File: config.mk
export PLATFORM = sky130hd
export DESIGN_NAME = uart_rx_term
export DESIGN_NICKNAME = d
export VERILOG_FILES = /design/src/rtl/uart_rx_term.sv
export SDC_FILE = /design/constraint.sdc
export NUM_CORES = 1
export LEC_CHECK = 0
export ABC_AREA = 1
export BUFFER_PORTS_ARGS = -buffer_cell sky130_fd_sc_hd__clkbuf_2
export CAP_MARGIN = 40
export CORE_ASPECT_RATIO = 0.7
export CORE_UTILIZATION = 28
export DETAILED_ROUTE_END_ITERATION = 6
export HOLD_SLACK_MARGIN = 0.08
export REMOVE_ABC_BUFFERS = 1
export SETUP_SLACK_MARGIN = 0.2
export SKIP_LAST_GASP = 1
export SYNTH_ARGS = -nofsm -noshare
export SYNTH_HDL_FRONTEND = slang
export SYNTH_SLANG_ARGS = --single-unit
File: constraint.sdc
create_clock -name HCLK -period 3.6 [get_ports HCLK]
set_clock_uncertainty 0.05 [all_clocks]
set_input_delay 0.9 -clock HCLK [delete_from_list [all_inputs] [get_ports HCLK]]
set_output_delay 0.9 -clock HCLK [all_outputs]
set_load 0.01 [all_outputs]
File: src/rtl/uart_rx_term.sv
// UART receive terminal: 2-flop synchroniser, centre-sampling frame FSM, sticky
// error flags and a first-word fall-through character FIFO.
//
// state   | meaning
// --------+----------------------------------------------------------
// S_IDLE  | line idle, waiting for a falling edge on the synchronised rx
// S_START | timing to the centre of the start bit, rejecting glitches
// S_DATA  | sampling data bits, LSB first
// S_PARITY| sampling and checking the parity bit
// S_STOP  | sampling stop bit(s); pushes the character if all are high
// S_BREAK | stop bit was low; waiting for the line to return high
module uart_rx_term #(
    parameter int CLKS_PER_BIT = 16,
    parameter int DATA_BITS    = 8,
    parameter int PARITY       = 0,
    parameter int STOP_BITS    = 1,
    parameter int FIFO_DEPTH   = 16
) (
    input  logic                          HCLK,
    input  logic                          HRESET,
    input  logic                          rx,
    input  logic                          rd_en,
    output logic [DATA_BITS-1:0]          rd_data,
    output logic                          rd_valid,
    output logic                          fifo_full,
    output logic [$clog2(FIFO_DEPTH):0]   fifo_level,
    input  logic                          clr_err,
    output logic                          parity_err,
    output logic                          frame_err,
    output logic                          overrun_err
);

    localparam int TW = $clog2(CLKS_PER_BIT);
    localparam int BW = $clog2(DATA_BITS);
    localparam int PW = $clog2(FIFO_DEPTH);
    localparam int LW = PW + 1;

    localparam logic [TW-1:0] HALF_LOAD = TW'(CLKS_PER_BIT / 2 - 1);
    localparam logic [TW-1:0] FULL_LOAD = TW'(CLKS_PER_BIT - 1);
    localparam logic [BW-1:0] LAST_BIT  = BW'(DATA_BITS - 1);
    localparam logic          LAST_STOP = 1'(STOP_BITS - 1);
    localparam logic          ODD_PAR   = (PARITY == 1);

    typedef enum logic [2:0] {
        S_IDLE,
        S_START,
        S_DATA,
        S_PARITY,
        S_STOP,
        S_BREAK
    } state_t;

    logic rx_meta;
    logic rxs;
    logic rxs_d;
    logic start_edge;

    state_t               state;
    state_t               state_nxt;
    logic [TW-1:0]        timer;
    logic [TW-1:0]        timer_nxt;
    logic [BW-1:0]        bit_cnt;
    logic [BW-1:0]        bit_cnt_nxt;
    logic [DATA_BITS-1:0] shift;
    logic [DATA_BITS-1:0] shift_nxt;
    logic                 stop_cnt;
    logic                 stop_cnt_nxt;
    logic                 tick;
    logic                 push;
    logic                 par_set;
    logic                 frm_set;
    logic                 ovr_set;

    logic [DATA_BITS-1:0] mem [FIFO_DEPTH];
    logic [PW-1:0]        wptr;
    logic [PW-1:0]        rptr;
    logic [LW-1:0]        count;
    logic                 pop;
    logic                 wr_ok;

    // rxs_d doubles as the edge-detect history; all three reset to the idle level
    always_ff @(posedge HCLK) begin
        if (HRESET) begin
            rx_meta <= 1'b1;
            rxs     <= 1'b1;
            rxs_d   <= 1'b1;
        end else begin
            rx_meta <= rx;
            rxs     <= rx_meta;
            rxs_d   <= rxs;
        end
    end

    assign start_edge = rxs_d & ~rxs;
    assign tick       = (timer == '0);

    always_ff @(posedge HCLK) begin
        if (HRESET) begin
            state    <= S_IDLE;
            timer    <= '0;
            bit_cnt  <= '0;
            shift    <= '0;
            stop_cnt <= 1'b0;
        end else begin
            state    <= state_nxt;
            timer    <= timer_nxt;
            bit_cnt  <= bit_cnt_nxt;
            shift    <= shift_nxt;
            stop_cnt <= stop_cnt_nxt;
        end
    end

    always_comb begin
        state_nxt    = state;
        timer_nxt    = tick ? timer : timer - 1'b1;
        bit_cnt_nxt  = bit_cnt;
        shift_nxt    = shift;
        stop_cnt_nxt = stop_cnt;
        push         = 1'b0;
        par_set      = 1'b0;
        frm_set      = 1'b0;

        case (state)
            S_IDLE: begin
                timer_nxt = HALF_LOAD;
                if (start_edge) begin
                    state_nxt   = S_START;
                    bit_cnt_nxt = '0;
                end
            end
            S_START: begin
                if (tick) begin
                    timer_nxt = FULL_LOAD;
                    state_nxt = rxs ? S_IDLE : S_DATA;
                end
            end
            S_DATA: begin
                if (tick) begin
                    timer_nxt = FULL_LOAD;
                    shift_nxt = {rxs, shift[DATA_BITS-1:1]};
                    if (bit_cnt == LAST_BIT) begin
                        state_nxt    = (PARITY != 0) ? S_PARITY : S_STOP;
                        stop_cnt_nxt = 1'b0;
                    end else begin
                        bit_cnt_nxt = bit_cnt + 1'b1;
                    end
                end
            end
            S_PARITY: begin
                if (tick) begin
                    timer_nxt    = FULL_LOAD;
                    state_nxt    = S_STOP;
                    stop_cnt_nxt = 1'b0;
                    // odd wants an overall xor of 1, even wants 0
                    par_set      = (^{shift, rxs}) ^ ODD_PAR;
                end
            end
            S_STOP: begin
                if (tick) begin
                    if (!rxs) begin
                        frm_set   = 1'b1;
                        state_nxt = S_BREAK;
                    end else if (stop_cnt == LAST_STOP) begin
                        push      = 1'b1;
                        state_nxt = S_IDLE;
                    end else begin
                        stop_cnt_nxt = 1'b1;
                        timer_nxt    = FULL_LOAD;
                    end
                end
            end
            S_BREAK: begin
                if (rxs) begin
                    state_nxt = S_IDLE;
                end
            end
            default: begin
                state_nxt = S_IDLE;
            end
        endcase
    end

    assign rd_valid   = (count != '0);
    assign fifo_full  = (count == LW'(FIFO_DEPTH));
    assign fifo_level = count;
    assign pop        = rd_en & rd_valid;
    // a full FIFO still accepts a push when the head leaves in the same cycle
    assign wr_ok      = push & (~fifo_full | pop);
    assign ovr_set    = push & fifo_full & ~pop;
    assign rd_data    = rd_valid ? mem[rptr] : '0;

    always_ff @(posedge HCLK) begin
        if (wr_ok) begin
            mem[wptr] <= shift;
        end
    end

    always_ff @(posedge HCLK) begin
        if (HRESET) begin
            wptr  <= '0;
            rptr  <= '0;
            count <= '0;
        end else begin
            if (wr_ok) begin
                wptr <= wptr + 1'b1;
            end
            if (pop) begin
                rptr <= rptr + 1'b1;
            end
            case ({wr_ok, pop})
                2'b10:   count <= count + 1'b1;
                2'b01:   count <= count - 1'b1;
                default: count <= count;
            endcase
        end
    end

    always_ff @(posedge HCLK) begin
        if (HRESET) begin
            parity_err  <= 1'b0;
            frame_err   <= 1'b0;
            overrun_err <= 1'b0;
        end else begin
            parity_err  <= par_set | (parity_err  & ~clr_err);
            frame_err   <= frm_set | (frame_err   & ~clr_err);
            overrun_err <= ovr_set | (overrun_err & ~clr_err);
        end
    end

endmodule
# Word level (Yosys, flattened, before mapping)

Memories as Yosys holds them, arrays and structs flattened. A register that Yosys moved wholly into a read port is not among the register bits.
Cells that the tools add are included.

Flip-flop bits (word level): 38
Memory bits (writable): 128
Input bits: 5
Memories: 1

Memories:

| memory | depth | bits a word | rd ports | clocked after Yosys merged registers in | wr ports | RTL line | text |
|---|---|---|---|---|---|---|---|
| mem    | 16    | 8           | 1        | 1                                       | 1        | 74       | `logic [DATA_BITS-1:0] mem [FIFO_DEPTH];` |

Add/sub/neg operators: 6
Equality and inequality tests: 19
Mux-type cells: 43
Bitwise operators: 16
Reductions and logical operators: 12

Operators with widths:

| kind                                                 | count |
|---|---|
| two-way mux 3 bit                                    | 12 |
| two-way mux 4 bit                                    | 7 |
| != test 2 bit (second input constant)                | 9 |
| case mux 3 bit (6 select lines)                      | 1 |
| two-way mux 1 bit                                    | 17 |
| case mux 4 bit (3 select lines)                      | 1 |
| case mux 5 bit (2 select lines)                      | 1 |
| equality test 3 bit (second input constant)          | 3 |
| XOR reduction 9 bit                                  | 1 |
| adder 4 x 1 -> 4 bit (second input constant)         | 2 |
| bitwise AND 1 bit                                    | 8 |
| two-way mux 8 bit                                    | 1 |
| AND reduction 8 bit                                  | 1 |
| equality test 3 x 2 -> 1 bit (second input constant) | 2 |
| case mux 3 bit (2 select lines)                      | 1 |
| AND reduction 6 bit                                  | 1 |
| adder 5 x 1 -> 5 bit (second input constant)         | 1 |
| equality test 5 bit (second input constant)          | 1 |
| nonzero test 5 bit                                   | 1 |
| subtractor 5 x 1 -> 5 bit (second input constant)    | 1 |
| logical NOT 4 bit                                    | 1 |
| NOT 1 bit                                            | 4 |
| bitwise OR 1 bit                                     | 4 |
| AND reduction 4 bit                                  | 1 |
| 13 further kinds                                     | 14 |

# Logic depth before layout (Yosys ltp)

Depth in word-level cells: 7
Gate-level depth with buffers: 15
Depth with buffers taken out: 15

# Worst setup path after synthesis

Ideal clock, no wire load.

Kind: input-to-reg
Start: input rd_en
End: register count[4], in the netlist fifo_level[4]
Setup time: 0.115 ns
Arrival time: 2.154 ns
Setup slack: 1.281 ns
Stages on the path: 12
Path buffers: 0
Path through: nand2_2 -> inv_1 -> nand2_1 -> inv_1 -> ha_1 -> a21o_1 -> a31oi_1 -> inv_1 -> nand2_1 -> nand3_1 -> nand2_1 -> nor2_1

Word-level cells in the longest chain between the ends: 5

Ends and longest elaborated chain:

| item                                                                  | RTL line | text |
|---|---|---|
| start, declared                                                       | 22       | `input logic rd_en,` |
| bitwise AND 1 bit *                                                   | 186      | `assign pop = rd_en & rd_valid;` |
| bitwise OR 1 bit                                                      | 188      | `assign wr_ok = push & (~fifo_full \| pop);` |
| bitwise AND 1 bit                                                     | 188      |  |
| equality test 2 x 1 -> 1 bit or equality test 2 bit (tied branches)   | 210      | `case ({wr_ok, pop})` |
| case mux 5 bit (2 select lines) or nonzero test 2 bit (tied branches) | --       |  |
| end signal, assigned                                                  | 211      | `2'b10: count <= count + 1'b1;` |
| end signal, assigned                                                  | 212      | `2'b01: count <= count - 1'b1;` |
| end signal, assigned                                                  | 213      | `default: count <= count;` |
| end, declared                                                         | 77       | `logic [LW-1:0] count;` |

Mark *: on every way between the ends. The rest lies on a longest branch, timed or not.
A chain may end at the register's enable or synchronous reset.

==> metrics.md <==
| Metric | Value |
|---|---|
| Synth top area cells | edfxtp_1 53%, dfxtp_1 11%, nand2_1 6.5% |
| Count leader, synth | edfxtp_1 |
| Seq cells post-synth | 169 |
| Leakage dissipation | 2.94 nW |
| Drt total wl | 16800 um |
| Post-Syn Area | 0.00722 mm2 |
| Port Buffers | 22 |
| Asr flop ratio synth | 0% |
| RSZ-0062 raised after global routing | false |
| Pin count of the biggest net entering global routing | 65 |
| Worst IR Drop VDD | 227 uV |
| Reg power frac | 41.2% |
| Diodes inserted | 0 |
| Initial antenna violation count | 0 |
| Die Ht | 136 um |
| FMAX | 307 MHz |
| Number of warnings issued by yosys | 0 |
| DRC | 0 |
| Site row count | 48 |
| H-tree depth | 4 |
| Rel. slew slack | 41.1% |
| WHS | 0.382 ns |
| Switching Share | 31.9% |
| Post-route ant nets | 0 |
| Part of the Yosys area used for sequential elements | 64.6% |
| Fraction of layout cells with a size suffix above 1 | 13.4% |
| Net Sw Power | 0.00171 W |
| Syn avg cell area | 10.4 um2 |
| Latest clock arrival within the worst-skew pair | 0.43 ns |
| Part of the power in combinational logic | 24.8% |
| Hold_buf cts | 0 |
| Vias per cell | 4.68 |
| Clk buf depth | 2 |
| Finish-stage setup viols | 0 |
| Nets | 744 |
| Die area | 0.0264 mm2 |
| DP HPWL | 10600 um |
| Placed cells | 1032 |
| Worst endpoint data arrival time | 2.31 ns |
| Fill cell count | 2482 |
| Area Overhead vs Synth | 15.7% |
| Multi-input logic area | 0.00224 mm2 |
| Clock power frac | 34.0% |
| CTS tree | built |
| WL/cell | 15.8 um |
| Status | complete, no violations |
| Critical Path RT | 2.65 ns |
| Clk sinks | 169 |
| Final Max Tran Viols | 0 |
| Main synth FF type | edfxtp_1 |
| Power after layout | 0.00535 W |
| Die Wd | 194 um |
| Vias in the first global route | 4691 |
| Hold Path Class | register to register |
| Power Density | 640 mW/mm2 |
| Num ports | 23 |
| CORE AREA | 0.0250 mm2 |
| Crit end category | output pin |
| Number of enable flip-flop cells after synthesis | 128 |
| Initial Utilization | 28.9% |
| GRT Total Usage | 13.4% |
| Non-Filler Instances | 1063 |
| Setup TNS Final | 0 ns |
| CTS buffer count | 17 |
| Syn Inst Count | 692 |
| 1st-iter DRT viols | 481 |
| First-pass GRT wire length | 26600 um |
| Max-Cap Viols | 0 |
| Post-synth top area share | 53.2% |
| Worst R2R Setup Slack | 0.99 ns |
| Placer Congestion | 0.771 |
| Min Clock Period, post-route | 3.26 ns |
| Worst Tran Pin Value | 0.881 ns |
| Unique masters post-synth | 38 |
| Final Hold Viols | 0 |
| Top cells by count, synth | 128 x edfxtp_1, 125 x nand2_1, 103 x nor2_1, 62 x o21ai_0, 47 x a21oi_1 |
| Via count | 4972 |
| FF/Latch Area | 0.00467 mm2 |
| CTS root buf | clkbuf_16 |
| Post-Place Setup Slack | 0.758 ns |
| Gr ovfl total | 0 |
| Int Power | 0.00364 W |
| Final WS setup | 0.340 ns |
| Leading area contributor after synthesis | edfxtp_1 |
| DR pass1 iterations | 5 |
| CP max FO | 48 |
| Critical path launch point type | register |
| CP Class | register to output pin |
| Clock Pin Slew Worst Setup and Hold Paths | 0.07 ns |
| Ratio of final minimum period to clock period | 90.5% |
[sequential cells by signal (all words and copies together), names as in the netlist, 3 cells and up, named ones only]
signal / flops
fifo_level: 5
state: 3
bit_cnt: 3
rptr: 4
mem: 128
shift: 8
timer: 4
wptr: 4
[power groups by stage]
stage	Combinational, W	Sequential, W	Clock, W
floorplan	0.000812	0.00229	0
CTS	0.00134	0.00221	0.00185
detailed placement	0.00133	0.00224	0
finish	0.00133	0.00221	0.00182
global placement	0.00130	0.00224	0
global route	0.00149	0.00222	0.00193
[cells in the final DEF (no fill, tap or decap), types with 5 or more instances in the layout]
master,count
o31ai_1,8
a21oi_1,47
ha_1,12
dfxtp_1,40
inv_1,39
o221ai_1,8
nor2_1,103
clkbuf_16,17
o211ai_1,8
edfxtp_1,128
nand3_1,41
clkinvlp_4,5
inv_2,9
buf_4,18
clkbuf_2,22
o21ai_0,62
nand2_1,125
[worst max-delay path, cell delays in order (launching register included)]
cell      delay [ns]
dfxtp_2         0.57
buf_12          0.28
nor2_1          0.08
nor2_1          0.14
o21ai_0         0.11
o211ai_1        0.10
nand3_1         0.22
a21oi_1         0.19
clkbuf_2        0.15
[repair_timing]
action / 4_1_cts / 5_1_grt
setup buffers: 0 / 0
resized for setup: 0 / 1
endpoints found under the setup margin: 0 / 6
[area by class of cell]
type	count	share of cell area [%]
inverters	50	2.31
flip-flops and latches	169	55.8
repair buffers	41	3.18
multi-input cells	447	26.8
clock inverters	14	1.89
well taps	325	4.87
clock buffers	17	5.09
[metrics by stage]
| stage | util [%] | instance area [um2] |
|---|---|---|
| floorplan | - | 7100 |
| global placement | 31.1 | 7760 |
| detailed placement | 31.1 | 7770 |
| CTS | 33.4 | 8350 |
| global route | 33.4 | 8350 |
| finish | 33.4 | 8350 |
[logic make-up after synthesis]
| kind of cell | Yosys count | share of synthesized area (%) |
|---|---|---|
| AO/OA/AOI/OAI | 139 | 10.8 |
| XOR/XNOR | 5 | 0.606 |
| adder cells (fa/ha/maj) | 13 | 2.36 |
| buffers and inverters | 76 | 4.38 |
| flip-flops | 169 | 64.6 |
| AND/OR/NAND/NOR | 290 | 17.3 |
[layer usage]
layer	share of wire, %	GRT usage, %
met1	50	19.1
met2	43	19.7
met3	5.5	3.00
met4	2.0	5.38
met5	0	0
[path summary, 6_finish.rpt]
check        cells past startpoint     start          to
max                              8  register  rd_data[3]
min                              1   rx_meta         rxs
max reg2reg                     10  timer[0]   mem[1][2]
min reg2reg                      1   rx_meta         rxs
Note: power is estimated with default switching activity, not from simulation.
